--- src/rtl/sar_cmp_sequencer.sv ---
// Successive-approximation sequencer: steps the DAC trial code one bit at a time,
// samples the synchronized comparator decision per bit and reports the final code.
module sar_cmp_sequencer #(
    parameter int unsigned WIDTH       = 8,
    parameter int unsigned SETTLE_CYC  = 2,
    parameter int unsigned SYNC_STAGES = 2
) (
    input  logic             clk,
    input  logic             rst,
    input  logic             start,
    input  logic             abort,
    input  logic             cmp_in,
    output logic [WIDTH-1:0] dac_code,
    output logic             busy,
    output logic             done,
    output logic [WIDTH-1:0] result
);

    localparam int unsigned T_CYC = SETTLE_CYC + SYNC_STAGES;
    localparam int unsigned CNT_W = $clog2(T_CYC + 1);
    localparam int unsigned IDX_W = $clog2(WIDTH);

    typedef enum logic [1:0] {
        S_IDLE,
        S_SETTLE,
        S_DECIDE,
        S_DONE
    } state_t;

    state_t                 state_q, state_d;
    logic [WIDTH-1:0]       dac_q, dac_d;
    logic [WIDTH-1:0]       res_q, res_d;
    logic [IDX_W-1:0]       idx_q, idx_d;
    logic [CNT_W-1:0]       cnt_q, cnt_d;
    logic                   busy_q, busy_d;
    logic                   done_q, done_d;
    logic [SYNC_STAGES-1:0] sync_q;
    logic                   cmp_s;
    logic [WIDTH-1:0]       trial;

    // Comparator output is asynchronous to clk; only the synchronized copy is used.
    always_ff @(posedge clk or posedge rst) begin
        if (rst) begin
            sync_q <= '0;
        end else begin
            sync_q <= {sync_q[SYNC_STAGES-2:0], cmp_in};
        end
    end

    assign cmp_s = sync_q[SYNC_STAGES-1];

    always_ff @(posedge clk or posedge rst) begin
        if (rst) begin
            state_q <= S_IDLE;
            dac_q   <= '0;
            res_q   <= '0;
            idx_q   <= '0;
            cnt_q   <= '0;
            busy_q  <= 1'b0;
            done_q  <= 1'b0;
        end else begin
            state_q <= state_d;
            dac_q   <= dac_d;
            res_q   <= res_d;
            idx_q   <= idx_d;
            cnt_q   <= cnt_d;
            busy_q  <= busy_d;
            done_q  <= done_d;
        end
    end

    // Next-state logic; busy/done are derived from the next state so they register with it.
    always_comb begin
        state_d = state_q;
        dac_d   = dac_q;
        res_d   = res_q;
        idx_d   = idx_q;
        cnt_d   = cnt_q;
        busy_d  = 1'b0;
        done_d  = 1'b0;
        trial   = dac_q;

        if (!cmp_s) begin
            trial[idx_q] = 1'b0;
        end

        case (state_q)
            S_IDLE: begin
                if (start) begin
                    state_d = S_SETTLE;
                    dac_d   = WIDTH'(1) << (WIDTH - 1);
                    idx_d   = IDX_W'(WIDTH - 1);
                    cnt_d   = CNT_W'(T_CYC);
                end
            end
            S_SETTLE: begin
                if (abort) begin
                    state_d = S_IDLE;
                    dac_d   = '0;
                    idx_d   = '0;
                    cnt_d   = '0;
                end else begin
                    cnt_d = cnt_q - CNT_W'(1);
                    if (cnt_q <= CNT_W'(1)) begin
                        cnt_d   = '0;
                        state_d = S_DECIDE;
                    end
                end
            end
            S_DECIDE: begin
                if (abort) begin
                    state_d = S_IDLE;
                    dac_d   = '0;
                    idx_d   = '0;
                    cnt_d   = '0;
                end else if (idx_q != '0) begin
                    dac_d              = trial;
                    dac_d[idx_q - IDX_W'(1)] = 1'b1;
                    idx_d              = idx_q - IDX_W'(1);
                    cnt_d              = CNT_W'(T_CYC);
                    state_d            = S_SETTLE;
                end else begin
                    dac_d   = trial;
                    res_d   = trial;
                    state_d = S_DONE;
                end
            end
            S_DONE: begin
                state_d = S_IDLE;
            end
            default: begin
                state_d = S_IDLE;
            end
        endcase

        busy_d = (state_d == S_SETTLE) || (state_d == S_DECIDE);
        done_d = (state_d == S_DONE);
    end

    assign dac_code = dac_q;
    assign busy     = busy_q;
    assign done     = done_q;
    assign result   = res_q;

endmodule

--- config.mk ---
export PLATFORM = sky130hd
export DESIGN_NAME = sar_cmp_sequencer
export DESIGN_NICKNAME = d
export VERILOG_FILES = /design/src/rtl/sar_cmp_sequencer.sv
export SDC_FILE = /design/constraint.sdc
export NUM_CORES = 1
export LEC_CHECK = 0
export CAP_MARGIN = 40
export CORE_MARGIN = 2
export CORE_UTILIZATION = 30
export CTS_CLUSTER_DIAMETER = 200
export CTS_CLUSTER_SIZE = 16
export DETAILED_ROUTE_END_ITERATION = 8
export PLACE_DENSITY = 0.61
export SKIP_LAST_GASP = 1
export SLEW_MARGIN = 20
export SYNTH_ARGS = -nofsm -noshare
export SYNTH_HDL_FRONTEND = slang
export SYNTH_SLANG_ARGS = --single-unit
--- constraint.sdc ---
create_clock -name clk -period 3 [get_ports clk]
set_clock_uncertainty 0.15 [all_clocks]
set_input_delay 0.45 -clock clk [delete_from_list [all_inputs] [get_ports clk]]
set_output_delay 0.45 -clock clk [all_outputs]
set_load 0.01 [all_outputs]
Word level (Yosys, flattened, before mapping). Cells that the tools add are included.

Register bits after elaboration: 28. Input bits: 5. Output and inout port bits: 18. Logic and storage cells: 66.

Add/sub/neg operators: 2. Magnitude comparators: 5. Eq/ne operators: 9. Muxes and demuxes: 27. Bitwise gates (word level): 5. Reductions and logical operators: 10.

Operator list (number): $mux 8 (5); $mux 3 (9); $pmux 8 s3 (1); $pmux 3 s3 (2); $mux 2 (5); $reduce_and 3->1 (3); $and 8x8->8 (1); $eq 2x2->1 const B (4); $lt 3x4->1 const B (2); $not 8->8 (1); $or 8x8->8 (1); $pmux 2 s4 (1); $demux 1 s3 (2); $ge 3x1->1 const B (2); $reduce_bool 3->1 (2); $sub 3x1->3 const B (2); $eq 2x1->1 const B (2); $ne 2x2->1 const B (2); $reduce_and 4->1 (1); $le 3x1->1 const B (1); $ne 3x3->1 const B (1); $logic_and 1x1->1 (2); $logic_not 2->1 (1); $mux 1 (2); 2 further kinds (3).

Depth between registers and ports, before layout. Gate-level depths: netlist of run 1.

Depth in word-level cells: 11. Gate-level depth with buffers: 10. Depth with buffers taken out: 7.

Worst setup path before layout of run 1. No wires, ideal clock.

Kind: flip-flop to flip-flop. Start point: register idx_q[0]. End point: register busy_q, in the netlist busy. Library setup time: 0.126 ns. Arrival: 1.933 ns. Required time: 2.724 ns. Path slack: 0.792 ns. Stages on the path, launching flop included: 11. Buffers on the path: 3. Period minus slack after synthesis: 2.208 ns. Cells stage by stage: dfrtp_1 > clkbuf_1 > inv_1 > ha_1 > nand2b_1 > or2_1 > clkbuf_1 > buf_2 > nand2_1 > o311a_1 > ha_1.

Cells in the longest elaborated chain, start to end: 6. Elaborated cells between the ends (all ways): 7. Classes of those cells: 2 x eq/ne; 3 x mux; 2 x reduce/logical.

RTL lines: from (decl) (RTL line 33) `logic [IDX_W-1:0] idx_q, idx_d;`; from (signal assigned) (RTL line 65) `idx_q <= idx_d;`; $reduce_bool 3->1 * (RTL line 116) `end else if (idx_q != '0) begin`; $mux 2 * (RTL line 116); $mux 2 * (RTL line 111) `if (abort) begin`; $pmux 2 s4 * (RTL line 87) `case (state_q)`; $eq 2x1->1 or $eq 2x2->1 (tied branches) (RTL line 136) `busy_d = (state_d == S_SETTLE) || (state_d == S_DECIDE);`; $logic_or 1x1->1 * (RTL line 136); net busy_d (RTL line 35) `logic busy_q, busy_d;`; to (signal assigned) (RTL line 67) `busy_q <= busy_d;`; to (decl) (RTL line 35).

Mark *: on every way through the listed nets, which the timed path passes. The rest lies on a longest branch. A chain may end at the register's enable or synchronous reset.

Final worst setup path of run 1.
Start point: register idx_q[0]. End point: register cnt_q[2].

Cells in the longest elaborated chain, start to end: 3.

RTL lines: $reduce_bool 3->1 (RTL line 116); $ne 3x3->1 (no source line); $reduce_and 3->1 (no source line); to (signal assigned) (RTL line 66) `cnt_q <= cnt_d;`; to (decl) (RTL line 34) `logic [CNT_W-1:0] cnt_q, cnt_d;`.

No other way between the ends.

==> reports/metrics.csv, run 1 <==
stage;metric;value;unit
run_status;status;completed;
setup_path;r2r startpoint;idx_q[0];
grt;Global Route Usage Sum;13.6;%
placement;port buffer count;22;
routing;final WL;3270;µm
yosys;Mapped Avg Cell Area;9.47;µm²
setup_path;CP Max Fanout;10;
yosys;Synth Net Count;175;
routing;Avg Vias per Cell;4.87;
setup_path;worst path cell trace;inv_1 -> ha_1 -> nor4bb_1 -> buf_4 -> nor3_1 -> o21ai_1 -> a21oi_1;
yosys;Syn Inst Count;160;
floorplanning;Die H;75.1;µm
routing;initial DRC count;32;
timing;Slew Limit Fails;0;
timing;Worst Tran Pin Value;588;ps
placement;placer congestion estimate;0.797;
setup_path;Setup crit start kind;flop;
timing;RSZ-0062 raised after global routing;no;
setup_path;FF-to-FF path depth;7;
timing;crit share post-route;76.0;%
clocking;Sink Count;28;
cells_and_area;share of cells above drive strength 1;6.59;%
setup_path;Setup CP Type;flop to flop;
flow_run;max cap viols;0;
setup_path;critical path required time;3060;ps
setup_path;slowest stage cell, crit path;dfrtp_1;
timing;clock period minus worst slack;2280;ps
yosys;top_reg_cell synth;dfrtp_1;
setup_path;Critical R2R Capture;cnt_q[2];
setup_path;CP arrival;2340;ps
clocking;CTS H-tree depth;1;
routing;post-route ant nets;0;
pwr;Combinational Power Share;40.5;%
pwr;switch share;38.3;%
pwr;sequential share of power;37.5;%
pwr;Clk pwr share;22.0;%
pwr;internal power;0.858;mW
timing;final setup fails;0;
timing;FMAX;438;MHz
cells_and_area;Synth-to-Final Area Change;23.9;%
floorplanning;die width;75.1;µm
cells_and_area;fill count;479;
min_path;worst min path class;flop to flop;
timing;count of final hold-check violations;0;
grt;largest net degree at the start of global routing;29;
timing;worst setup margin;719;ps
pwr;PD cells;740;nW/µm²
placement;hpwl dp;2330;µm
yosys;Distinct cells, synth;38;
pwr;Leak Pwr;0.829;nW
clocking;clock latency on the worst-skew pair;280;ps
setup_path;Critical Path Sink Type;flop;
routing;Initial DRT Pass Iterations;4;
yosys;number of synthesis warnings;0;
floorplanning;num ports;23;
routing;DR vias;1213;
min_path;hold path depth;0;
cells_and_area;Multi-input gate area;744;µm²
clocking;Clock Path Buffers;2;
setup_path;Critical Path Max Stage Delay;540;ps
min_path;hold_sp;sync_q[0];
grt;first-pass GRT wire length;5770;µm
floorplanning;Initial Util;31.7;%
floorplanning;FP Rows;25;
cells_and_area;diode count;0;
pwr;worst ir drop on vdd;0.369;mV
grt;number of global-route vias before repair;1215;
clocking;setup bufs post-CTS;0;
setup_path;Buffers & Inverters on Critical Path;2;
cells_and_area;FF+latch area;701;µm²
grt;initial antenna violation count;0;
clocking;clock slew at reported path FFs;110;ps
min_path;Hold Crit Endpoint;sync_q[1];
clocking;post_cts resized;0;
clocking;TritonCTS Buffers;3;
cells_and_area;nets@finish;198;
floorplanning;DIE AREA;5640;µm²
routing;drt drc;0;
timing;Setup TNS Final;0;ps
routing;routed len/inst;13.1;µm
yosys;Post-synth ARST share;100;%
clocking;CTS tree;yes;
yosys;#FFs+latches synth;28;
timing;Slew HR;60.8;%
pwr;Net Sw Power;0.532;mW
grt;GRT overflow;0;
setup_path;FF-to-FF setup slack;720;ps
clocking;Hold Buf Count CTS;0;
yosys;Post-Syn Area;1520;µm²
floorplanning;core footprint;4790;µm²
clocking;Root Buffer;clkbuf_8;
yosys;sequential fraction of the synthesis area;46.2;%
setup_path;delay-heaviest family, CP;simple AND/OR/NAND/NOR gates;
yosys;number of synthesized flops with an enable pin;0;
placement;pre-CTS setup slack;636;ps
==> worst register-to-register path, delay by kind of cell (launching register included) <==
family,cells,cell delay [ps]
AOI/OAI and AO/OA,2,290
adders and majority gates,1,310
buffers and inverters,2,370
DFF,1,540
and+or+nand+nor,2,550
==> synthesized netlist by cell type (2+ instances only) <==
cell type  count  area share, %
dfrtp_1       28             46
nand2_1       16            4.0
nor2_1        13            3.2
a21oi_1       11            3.6
o21ai_0       11            3.6
ha_1          10            8.3
inv_1          9            2.2
o21ai_1        8            2.6
nor3_1         6            2.0
a22o_1         4            2.3
clkbuf_1       4           0.99
nand2b_1       3            1.2
o22a_1         3            1.7
a31oi_1        2           0.83
buf_2          2           0.66
nor2b_1        2           0.83
nor4_1         2           0.83
nor4b_1        2            1.2
nor4bb_1       2            1.3
o311a_1        2            1.3
or3_1          2           0.83
or3_4          2            1.5
==> placed cells by master (no fill, tap or decap), types with 2 or more instances in the layout <==
cell type | Yosys | routed
a21oi_1 | 11 | 11
a22o_1 | 4 | 4
a31oi_1 | 2 | 2
buf_4 | 0 | 3
clkbuf_8 | 0 | 3
clkdlybuf4s50_1 | 0 | 22
dfrtp_1 | 28 | 28
ha_1 | 10 | 10
inv_1 | 9 | 9
nand2_1 | 16 | 16
nand2b_1 | 3 | 3
nor2_1 | 13 | 13
nor2b_1 | 2 | 2
nor3_1 | 6 | 6
nor4_1 | 2 | 2
nor4b_1 | 2 | 2
nor4bb_1 | 2 | 2
o21ai_0 | 11 | 11
o21ai_1 | 8 | 8
o22a_1 | 3 | 3
o311a_1 | 2 | 2
or3_1 | 2 | 2
or3_4 | 2 | 2
==> flip-flops by register name, indices dropped and copies added, names as in the netlist <==
name and flops:
cnt_q 3, idx_q 3, busy 1, dac_code 8, sync_q 2, state_q 2
done 1, result 8
==> routing by layer <==
| layer | vias up | track usage [%] | part of all wire, % |
|---|---|---|---|
| li1 | 615 | - | - |
| met1 | 576 | 17.7 | 48 |
| met2 | 20 | 23.0 | 48 |
| met3 | 2 | 2.81 | 3.3 |
| met4 | 0 | 3.57 | 0.70 |
| met5 | - | 0 | 0 |
==> power groups by stage <==
stage	sequential (mW)	clock [mW]	combinational, mW
2_1_floorplan	0.487	0	0.463
3_3_place_gp	0.524	0	0.557
3_5_place_dp	0.528	0	0.565
4_1_cts	0.521	0.312	0.566
5_1_grt	0.536	0.327	0.641
6_report	0.522	0.305	0.563
==> area by class of cell <==
cell class | instances | share of cell area [%]
multi-input combinational | 116 | 39.7
sequential | 28 | 37.3
timing repair buffer | 25 | 12.9
tap | 67 | 4.47
clock buffer | 3 | 2.20
inverter | 9 | 1.80
clock inverter | 1 | 1.60
==> kinds of logic after synthesis <==
logic type	Yosys count	share of synthesized area [%]
AOI/OAI and AO/OA	46	18.7
adders and majority gates	10	8.26
buffers and inverters	16	4.62
DFF	28	46.2
muxes	2	1.40
and+or+nand+nor	58	20.7
==> stage by stage <==
step | utilization (%) | hold slack (ps) | total power, mW | cells | instance area (µm²)
5_1_grt | 39.2 | 232 | 1.50 | 249 | 1880
2_1_floorplan | - | 181 | 0.950 | 160 | 1520
3_5_place_dp | 37.7 | 188 | 1.09 | 245 | 1810
4_1_cts | 39.2 | 212 | 1.40 | 249 | 1880
6_report | 39.2 | 209 | 1.39 | 249 | 1880
3_3_place_gp | 37.7 | 181 | 1.08 | 245 | 1810
==> how the worst max path moves through the flow <==
stage               startpoint  cells past startpoint  slack (ps)        to
floorplan             idx_q[0]                     10         790      busy
global placement         abort                      6         640      busy
detailed placement       abort                      6         640      busy
CTS                   idx_q[0]                      7         750  cnt_q[2]
global route          idx_q[0]                      7         510  cnt_q[2]
finish                idx_q[0]                      7         720  cnt_q[2]
Note: power is estimated with default switching activity, not from simulation.
==> run 2: changes to the inputs <==
--- a/config.mk
+++ b/config.mk
@@ -11,7 +11,7 @@
 export CTS_CLUSTER_DIAMETER = 200
 export CTS_CLUSTER_SIZE = 16
 export DETAILED_ROUTE_END_ITERATION = 8
-export PLACE_DENSITY = 0.61
+export PLACE_DENSITY = 0.63
 export SKIP_LAST_GASP = 1
 export SLEW_MARGIN = 20
 export SYNTH_ARGS = -nofsm -noshare
==> constraint.sdc (replaced) <==
create_clock -name clk -period 2.04 [get_ports clk]
set_clock_uncertainty 0.15 [all_clocks]
set_input_delay 0.306 -clock clk [delete_from_list [all_inputs] [get_ports clk]]
set_output_delay 0.306 -clock clk [all_outputs]
set_load 0.01 [all_outputs]
==> run 2 against run 1 <==
- register-to-register slack lost 680 ps
- worst hold slack improved by 4.2 ps
- non-clock buffer count up 20
- global-route usage increased by 0.43 points
- sequential cell count stayed put
- routed wire length up 6.8%
- clock-buffer cell count grew 1
- critical endpoint is now dac_code[0]
==> reports/metrics.csv, run 2 (same netlist as run 1, synthesis figures left out) <==
stage;metric;value;unit
setup_path;CP Max Fanout;5;
flow_run;max cap viols;0;
timing;worst setup margin;35.9;ps
routing;drt drc;0;
floorplanning;DIE AREA;5640;µm²
clocking;CTS tree;yes;
floorplanning;die width;75.1;µm
floorplanning;core footprint;4790;µm²
routing;DR vias;1304;
min_path;hold_sp;sync_q[0];
pwr;Net Sw Power;0.856;mW
placement;hpwl dp;2570;µm
cells_and_area;nets@finish;218;
timing;Slew HR;67.1;%
setup_path;Setup CP Type;flop to flop;
setup_path;CP arrival;2070;ps
cells_and_area;share of cells above drive strength 1;21.3;%
grt;largest net degree at the start of global routing;29;
grt;initial antenna violation count;0;
routing;routed len/inst;13.0;µm
timing;Setup TNS Final;0;ps
grt;number of global-route vias before repair;1259;
clocking;Sink Count;28;
clocking;TritonCTS Buffers;3;
grt;GRT overflow;0;
routing;initial DRC count;102;
timing;RSZ-0062 raised after global routing;yes;
timing;FMAX;499;MHz
cells_and_area;Layout Cells excl Fill;269;
timing;Worst Tran Pin Value;487;ps
min_path;worst min path class;flop to flop;
cells_and_area;diode count;0;
floorplanning;num ports;23;
grt;first-pass GRT wire length;6000;µm
floorplanning;FP Rows;25;
clocking;clock slew at reported path FFs;100;ps
placement;port buffer count;22;
setup_path;Setup crit start kind;flop;
setup_path;FF-to-FF path depth;6;
cells_and_area;Synth-to-Final Area Change;36.0;%
clocking;Clock Path Buffers;2;
placement;placer congestion estimate;0.829;
pwr;Combinational Power Share;52.6;%
routing;post-route ant nets;0;
timing;clock period minus worst slack;2000;ps
pwr;switch share;37.8;%
pwr;Clk pwr share;15.8;%
run_status;status;completed;
pwr;internal power;1.41;mW
pwr;sequential share of power;31.7;%
setup_path;critical path required time;2110;ps
clocking;Root Buffer;clkbuf_8;
grt;Global Route Usage Sum;14.0;%
setup_path;r2r startpoint;state_q[0];
timing;crit share post-route;98.2;%
setup_path;Critical Path Sink Type;flop;
setup_path;FF-to-FF setup slack;40;ps
pwr;PD cells;1100;nW/µm²
routing;Avg Vias per Cell;4.85;
setup_path;Critical R2R Capture;dac_code[0];
min_path;hold path depth;0;
min_path;Hold Crit Endpoint;sync_q[1];
placement;pre-CTS setup slack;-95.4;ps
timing;final setup fails;0;
pwr;Leak Pwr;0.927;nW
placement;placed insts;262;
timing;count of final hold-check violations;0;
cells_and_area;most frequent cells in the layout;28 x dfrtp_1, 23 x buf_4, 22 x clkdlybuf4s50_1, 16 x nand2_1, 13 x nor2_1;
floorplanning;Initial Util;31.7;%
floorplanning;Die H;75.1;µm
clocking;clock latency on the worst-skew pair;290;ps
routing;Initial DRT Pass Iterations;4;
pwr;worst ir drop on vdd;0.605;mV
routing;final WL;3490;µm
timing;Slew Limit Fails;0;
cells_and_area;commonest non-fill, non-tap cell in the layout;dfrtp_1;
timing;hold_ws;214;ps
clocking;CTS H-tree depth;1;
-- run 2: power groups by stage --
stage               sequential (mW)  clock (mW)  combinational [mW]
floorplan                     0.717           0               0.715
CTS                           0.713       0.375                1.11
finish                        0.716       0.356                1.19
global route                  0.729       0.380                1.33
detailed placement            0.724           0                1.10
global placement              0.724           0                1.09
-- run 2: how the worst max path moves through the flow --
stage	to	start	cells after the start
after floorplan	busy	idx_q[0]	10
after global placement	dac_code[0]	abort	5
final	dac_code[0]	state_q[0]	6
after global routing	busy	state_q[0]	8
after detailed placement	dac_code[2]	abort	5
after CTS	dac_code[2]	state_q[0]	6
-- run 2: per-layer routing --
layer	vias up	wire length (µm)	part of all wire, %	track usage, %
met1	614	1650	47	18.2
met3	5	154	4.4	2.81
met2	31	1630	47	23.6
li1	654	-	-	-
met5	-	0	0	0
met4	0	48	1.4	4.17
-- run 2: through the flow --
stage          util, %  total power [mW]  instance area [µm²]
2_1_floorplan        -              1.43                 1540
3_5_place_dp      40.9              1.82                 1960
4_1_cts           42.1              2.20                 2020
6_report          43.1              2.26                 2060
5_1_grt           43.1              2.44                 2060
3_3_place_gp      40.9              1.81                 1960
-- run 2: final cells by class --
cell class	instances	area [µm²]
timing repair buffer	45	393
fill	483	2730
multi-input combinational	116	795
tap	67	83.8
sequential	28	701
inverter	9	33.8
clock buffer	4	55.1
-- run 2: repair_timing --
action | 4_1_cts | 5_1_grt
buffers inserted | 0 | 3
hold buffers | 0 | 0
endpoints found under the setup margin | 2 | 9
pin swaps | 0 | 0
gates resized for setup | 1 | 8
-- run 2: critical path, cell delays in order (launching register included) --
cell and delay (ps):
dfrtp_1 420, buf_4 140, ha_2 190, nor2b_4 130, or3_4 360, or3_4 410
o21ai_1 140
==> run 3: changes to the inputs <==
--- a/config.mk
+++ b/config.mk
@@ -6,12 +6,13 @@
 export NUM_CORES = 1
 export LEC_CHECK = 0
 export CAP_MARGIN = 40
+export CELL_PAD_IN_SITES_DETAIL_PLACEMENT = 0
+export CELL_PAD_IN_SITES_GLOBAL_PLACEMENT = 1
 export CORE_MARGIN = 2
 export CORE_UTILIZATION = 30
 export CTS_CLUSTER_DIAMETER = 200
-export CTS_CLUSTER_SIZE = 16
 export DETAILED_ROUTE_END_ITERATION = 8
-export PLACE_DENSITY = 0.63
+export PLACE_DENSITY = 0.75
 export SKIP_LAST_GASP = 1
 export SLEW_MARGIN = 20
 export SYNTH_ARGS = -nofsm -noshare
==> run 3 against run 2 <==
- critical path depth unchanged
- sequential cell count unchanged
- critical endpoint is now busy
- routed wire length decreased by 3.1%
- setup slack improved by 28 ps
- critical path type unchanged
- sequential share of layout area increased by 0.33 points
- via count decreased by 2.4%
- register-to-register slack improved by 30 ps
- largest cell class unchanged
- global-route usage decreased by 0.88 points
- sequential power about the same
- fmax increased by 1.4%
==> reports/metrics.csv, run 3 (same netlist as run 1, synthesis figures left out) <==
stage;metric;value;unit
timing;FMAX;506;MHz
routing;Metal-1 WL;1700;µm
routing;routed len/inst;12.8;µm
floorplanning;num ports;23;
clocking;clock slew at reported path FFs;100;ps
grt;GRT overflow;0;
cells_and_area;Multi-input gate area;798;µm²
clocking;Clock Path Buffers;2;
cells_and_area;commonest non-fill, non-tap cell in the layout;dfrtp_1;
setup_path;Critical R2R Capture;busy;
routing;top sig layer;met4;
setup_path;Setup crit start kind;flop;
setup_path;FF-to-FF path depth;6;
cells_and_area;share of cells above drive strength 1;20.3;%
clocking;CTS H-tree depth;1;
pwr;switch share;36.5;%
run_status;status;completed;
min_path;Hold Crit Endpoint;sync_q[1];
floorplanning;FP Rows;25;
placement;hpwl dp;2540;µm
flow_run;max cap viols;0;
clocking;clock latency on the worst-skew pair;270;ps
cells_and_area;fill count;494;
timing;clock period minus worst slack;1980;ps
setup_path;CP arrival;1990;ps
pwr;internal power;1.45;mW
floorplanning;DIE AREA;5640;µm²
placement;placed insts;258;
clocking;CTS tree;yes;
grt;initial antenna violation count;0;
setup_path;Worst path depth;6;
pwr;Combinational Power Share;49.6;%
routing;Initial DRT Pass Iterations;4;
timing;Slew Limit Fails;0;
placement;dpl cell area;1930;µm²
setup_path;Critical Path Max Stage Delay;450;ps
clocking;TritonCTS Buffers;3;
placement;port buffer count;22;
routing;post-route ant nets;0;
floorplanning;Die H;75.1;µm
placement;placer congestion estimate;0.817;
routing;DR vias;1273;
cells_and_area;design area;2040;µm²
cells_and_area;Layout Cells excl Fill;264;
pwr;Net Sw Power;0.834;mW
routing;initial DRC count;55;
routing;routed wl met2;1550;µm
clocking;Sink Count;28;
clocking;Hold Buf Count CTS;0;
setup_path;Setup CP Type;flop to flop;
pwr;Leak Pwr;0.909;nW
setup_path;FF-to-FF setup slack;60;ps
grt;largest net degree at the start of global routing;29;
cells_and_area;FF+latch area;702;µm²
placement;pre-CTS setup slack;-94.7;ps
routing;drt drc;0;
floorplanning;die width;75.1;µm
setup_path;CP Max Fanout;7;
clocking;Root Buffer;clkbuf_8;
floorplanning;Initial Util;31.7;%
cells_and_area;Synth-to-Final Area Change;34.9;%
cells_and_area;Util after Layout;42.7;%
setup_path;worst path cell trace;buf_4 -> ha_2 -> nor4bb_1 -> buf_4 -> o311a_1 -> ha_1;
pwr;sequential share of power;31.4;%
cells_and_area;diode count;0;
routing;final WL;3380;µm
timing;Worst Tran Pin Value;490;ps
grt;first-pass GRT wire length;5580;µm
min_path;worst min path class;flop to flop;
cells_and_area;most frequent cells in the layout;27 x dfrtp_1, 22 x clkdlybuf4s50_1, 18 x buf_4, 16 x nand2_1, 13 x nor2_1;
setup_path;Critical Path Sink Type;flop;
pwr;PD cells;1120;nW/µm²
setup_path;delay-heaviest family, CP;adder cells;
pwr;Clk pwr share;19.0;%
setup_path;crit-path most repeated cell;buf_4;
floorplanning;core footprint;4790;µm²
setup_path;Buffers & Inverters on Critical Path;2;
setup_path;r2r startpoint;state_q[1];
pwr;worst ir drop on vdd;0.699;mV
timing;crit share post-route;96.8;%
setup_path;slowest stage cell, crit path;dfrtp_2;
routing;met3 wire len;111;µm
grt;Global Route Usage Sum;13.1;%
timing;count of final hold-check violations;0;
timing;Slew HR;67.0;%
timing;Setup TNS Final;0;ps
routing;Avg Vias per Cell;4.82;
timing;RSZ-0062 raised after global routing;yes;
timing;final setup fails;0;
min_path;hold path depth;0;
cells_and_area;nets@finish;213;
grt;number of global-route vias before repair;1141;
setup_path;critical path required time;2050;ps
min_path;hold_sp;sync_q[0];
timing;worst setup margin;64.3;ps
==> run 3: power by group through the flow <==
stage | sequential [mW] | clock [mW] | combinational (mW)
CTS | 0.711 | 0.449 | 1.10
finish | 0.717 | 0.435 | 1.13
detailed placement | 0.723 | 0 | 1.07
global placement | 0.726 | 0 | 1.05
floorplan | 0.717 | 0 | 0.715
global route | 0.731 | 0.465 | 1.26
==> run 3: cell type report <==
| class | instances | share of cell area [%] |
|---|---|---|
| Clock inverter | 1 | 1.47 |
| Timing Repair Buffer | 40 | 17.4 |
| Inverter | 9 | 1.65 |
| Tap cell | 67 | 4.10 |
| Clock buffer | 3 | 2.02 |
| Multi-Input combinational cell | 116 | 39.0 |
| Sequential cell | 28 | 34.3 |
==> run 3: worst max-delay path by stage <==
stage                from     endpoint  slack (ps)
5_1_grt        state_q[1]         busy        -0.7
3_5_place_dp        abort  dac_code[6]         -90
2_1_floorplan    idx_q[0]         busy           8
3_3_place_gp        abort  dac_code[5]         -70
4_1_cts        state_q[1]  dac_code[6]          20
6_report       state_q[1]         busy          60
==> run 3: timing repair <==
action	in CTS	in global routing
buffers inserted	1	1
endpoints found under the setup margin	3	12
pin swaps	0	3
resized for setup	1	10
==> run 3: stage by stage <==
| stage | hold WS (ps) | total power, mW |
|---|---|---|
| 2_1_floorplan | 181 | 1.43 |
| 3_3_place_gp | 183 | 1.78 |
| 3_5_place_dp | 185 | 1.79 |
| 4_1_cts | 209 | 2.26 |
| 5_1_grt | 230 | 2.45 |
| 6_report | 206 | 2.28 |
==> run 3: per-layer routing <==
metal | vias up | global-route usage (%)
met5 | - | 0
met4 | 0 | 4.17
met3 | 2 | 1.61
met2 | 24 | 20.1
met1 | 603 | 19.3
li1 | 644 | -
==> variant (flow settings as in run 2) <==
Register the inputs `start`, `abort` and `cmp_in` before use, without a reset. The logic sees them one clock later.
--- a/src/rtl/sar_cmp_sequencer.sv
+++ b/src/rtl/sar_cmp_sequencer.sv
@@ -27,6 +27,16 @@
         S_DONE
     } state_t;
 
+    logic start_q;
+    logic abort_q;
+    logic cmp_q;
+
+    always_ff @(posedge clk) begin
+        start_q <= start;
+        abort_q <= abort;
+        cmp_q   <= cmp_in;
+    end
+
     state_t                 state_q, state_d;
     logic [WIDTH-1:0]       dac_q, dac_d;
     logic [WIDTH-1:0]       res_q, res_d;
@@ -43,7 +53,7 @@
         if (rst) begin
             sync_q <= '0;
         end else begin
-            sync_q <= {sync_q[SYNC_STAGES-2:0], cmp_in};
+            sync_q <= {sync_q[SYNC_STAGES-2:0], cmp_q};
         end
     end
 
@@ -86,7 +96,7 @@
 
         case (state_q)
             S_IDLE: begin
-                if (start) begin
+                if (start_q) begin
                     state_d = S_SETTLE;
                     dac_d   = WIDTH'(1) << (WIDTH - 1);
                     idx_d   = IDX_W'(WIDTH - 1);
@@ -94,7 +104,7 @@
                 end
             end
             S_SETTLE: begin
-                if (abort) begin
+                if (abort_q) begin
                     state_d = S_IDLE;
                     dac_d   = '0;
                     idx_d   = '0;
@@ -108,7 +118,7 @@
                 end
             end
             S_DECIDE: begin
-                if (abort) begin
+                if (abort_q) begin
                     state_d = S_IDLE;
                     dac_d   = '0;
                     idx_d   = '0;
Function: changed (a bounded check fails within 4 cycles, from zero or initial values and one cycle with rst high).
==> variant against run 2 <==
- setup slack improved by 65 ps
- total power up 2.2%
- sequential share of layout area up 3.2 points
- highest routed layer unchanged
- clock power increased by 38%
- sequential cell count increased by 3
- count of clock-buffer cells in the layout rose by 3
- cell area is 0.85% lower
- combinational power shrank 13%
- critical path depth did not move
- wire length is 9.3% lower
- synthesized area grew 6.4%
==> variant: results (changes against run 2) <==
[yosys]
synth_nets = 171  ; was 175
synth_compound_area_frac = 0.197  ; was 0.187
synthMuxAreaShare = 0.0272  ; was 0.0140
synth_seq_area_share = 0.472  ; was 0.462
synthAdderAreaFrac = 0.0776  ; was 0.0826
syn-instance-count = 156  ; was 160
async_reset_ff_frac = 0.903  ; was 1.00
ys_types = 45  ; was 38
synth_common_cells = dfrtp_1 (28), nand2_1 (20), o21ai_0 (11)  ; was dfrtp_1 (28), nand2_1 (16), nor2_1 (13)

[placement]
gp_congestion = 0.819  ; was 0.829
place_inst = 251  ; was 262

[cts]
clkTransAtPathRegs_ps = 60  ; was 100 ps
htree_levels = 2  ; was 1
cts_resized = 0  ; was 1

[global_routing]
grtUsageMet2 = 0.183  ; was 0.236
grt_pass1_wl_um = 5630  ; was 6000 um
grt_util_met3 = 0.0306  ; was 0.0281
grt_usage = 0.120  ; was 0.140
grt_use_met1 = 0.153  ; was 0.182

[detailed_routing]
viasPerCell = 4.63  ; was 4.85
wl_met1_um = 1500  ; was 1650 um
met2WireLength_um = 1440  ; was 1630 um
num_vias = 1200  ; was 1304
first_iter_violations = 107  ; was 102
wl_met3_um = 128  ; was 154 um
wire_per_inst_um = 12.2  ; was 13.0 um

[pwr]
p_leak_nw = 0.856  ; was 0.927 nW
irDropWorstVdd_mv = 0.358  ; was 0.605 mV

[run_status]
status = completed  ; unchanged

[layout]
layout-drive-gt1-share = 0.127  ; was 0.213
fin_nets = 203  ; was 218
fillCellCount = 526  ; was 483

[sta]
tightest_slew_ps = 358  ; was 487 ps

-- variant: kinds of logic (layout without fill, tap and decap cells) --
kind of cell    count (synthesis)  in the layout
buf+inv                        12             45
mux                             4              4
compound gates                 48             48
fa+ha+maj                      10             10
simple gates                   51             51
flops                          31             31
-- variant: stage by stage --
step	instance area, um2	hold WS [ps]	total power [mW]	setup WS, ps
final	2040	178	2.31	101
after global placement	1940	168	1.82	107
after global routing	2040	196	2.52	-32.2
after CTS	2030	179	2.33	76.0
after detailed placement	1940	170	1.83	80.0
after floorplan	1610	166	1.54	214
-- variant: path summary, 6_finish.rpt --
check / start / end / slack, ps / cells after the start
max reg2reg: state_q[1] / busy / 100 / 6
max: state_q[1] / busy / 100 / 6
max in group asynchronous: rst / idx_q[2] / 1230 / 3
min: cmp_q / sync_q[0] / 180 / 0
min reg2reg: cmp_q / sync_q[0] / 180 / 0
min in group asynchronous: rst / dac_code[1] / 230 / 3
-- variant: area by class of cell --
type	instances	area, um2	share of cell area
clock buffer	7	86.3	0.0423
clock inverter	1	5.00	0.00245
inverter	9	33.8	0.0165
multi-input combinational	113	805	0.394
sequential	31	761	0.372
tap	70	87.6	0.0429
timing repair buffer	28	265	0.130
-- variant: power by group --
group	total [mW]	internal (mW)	leakage [nW]	switching, mW
clock	0.490	0.272	0.0482	0.218
combinational	1.04	0.450	0.418	0.593
sequential	0.777	0.713	0.390	0.0636
total	2.31	1.43	0.856	0.875
-- variant: critical path: cells and delay by family (launching register included) --
kind                     cells  cell delay, ps
buffers and inverters        1             130
adder cells (fa/ha/maj)      2             460
flip-flops                   1             420
AO/OA/AOI/OAI                2             360
AND/OR/NAND/NOR              1             300
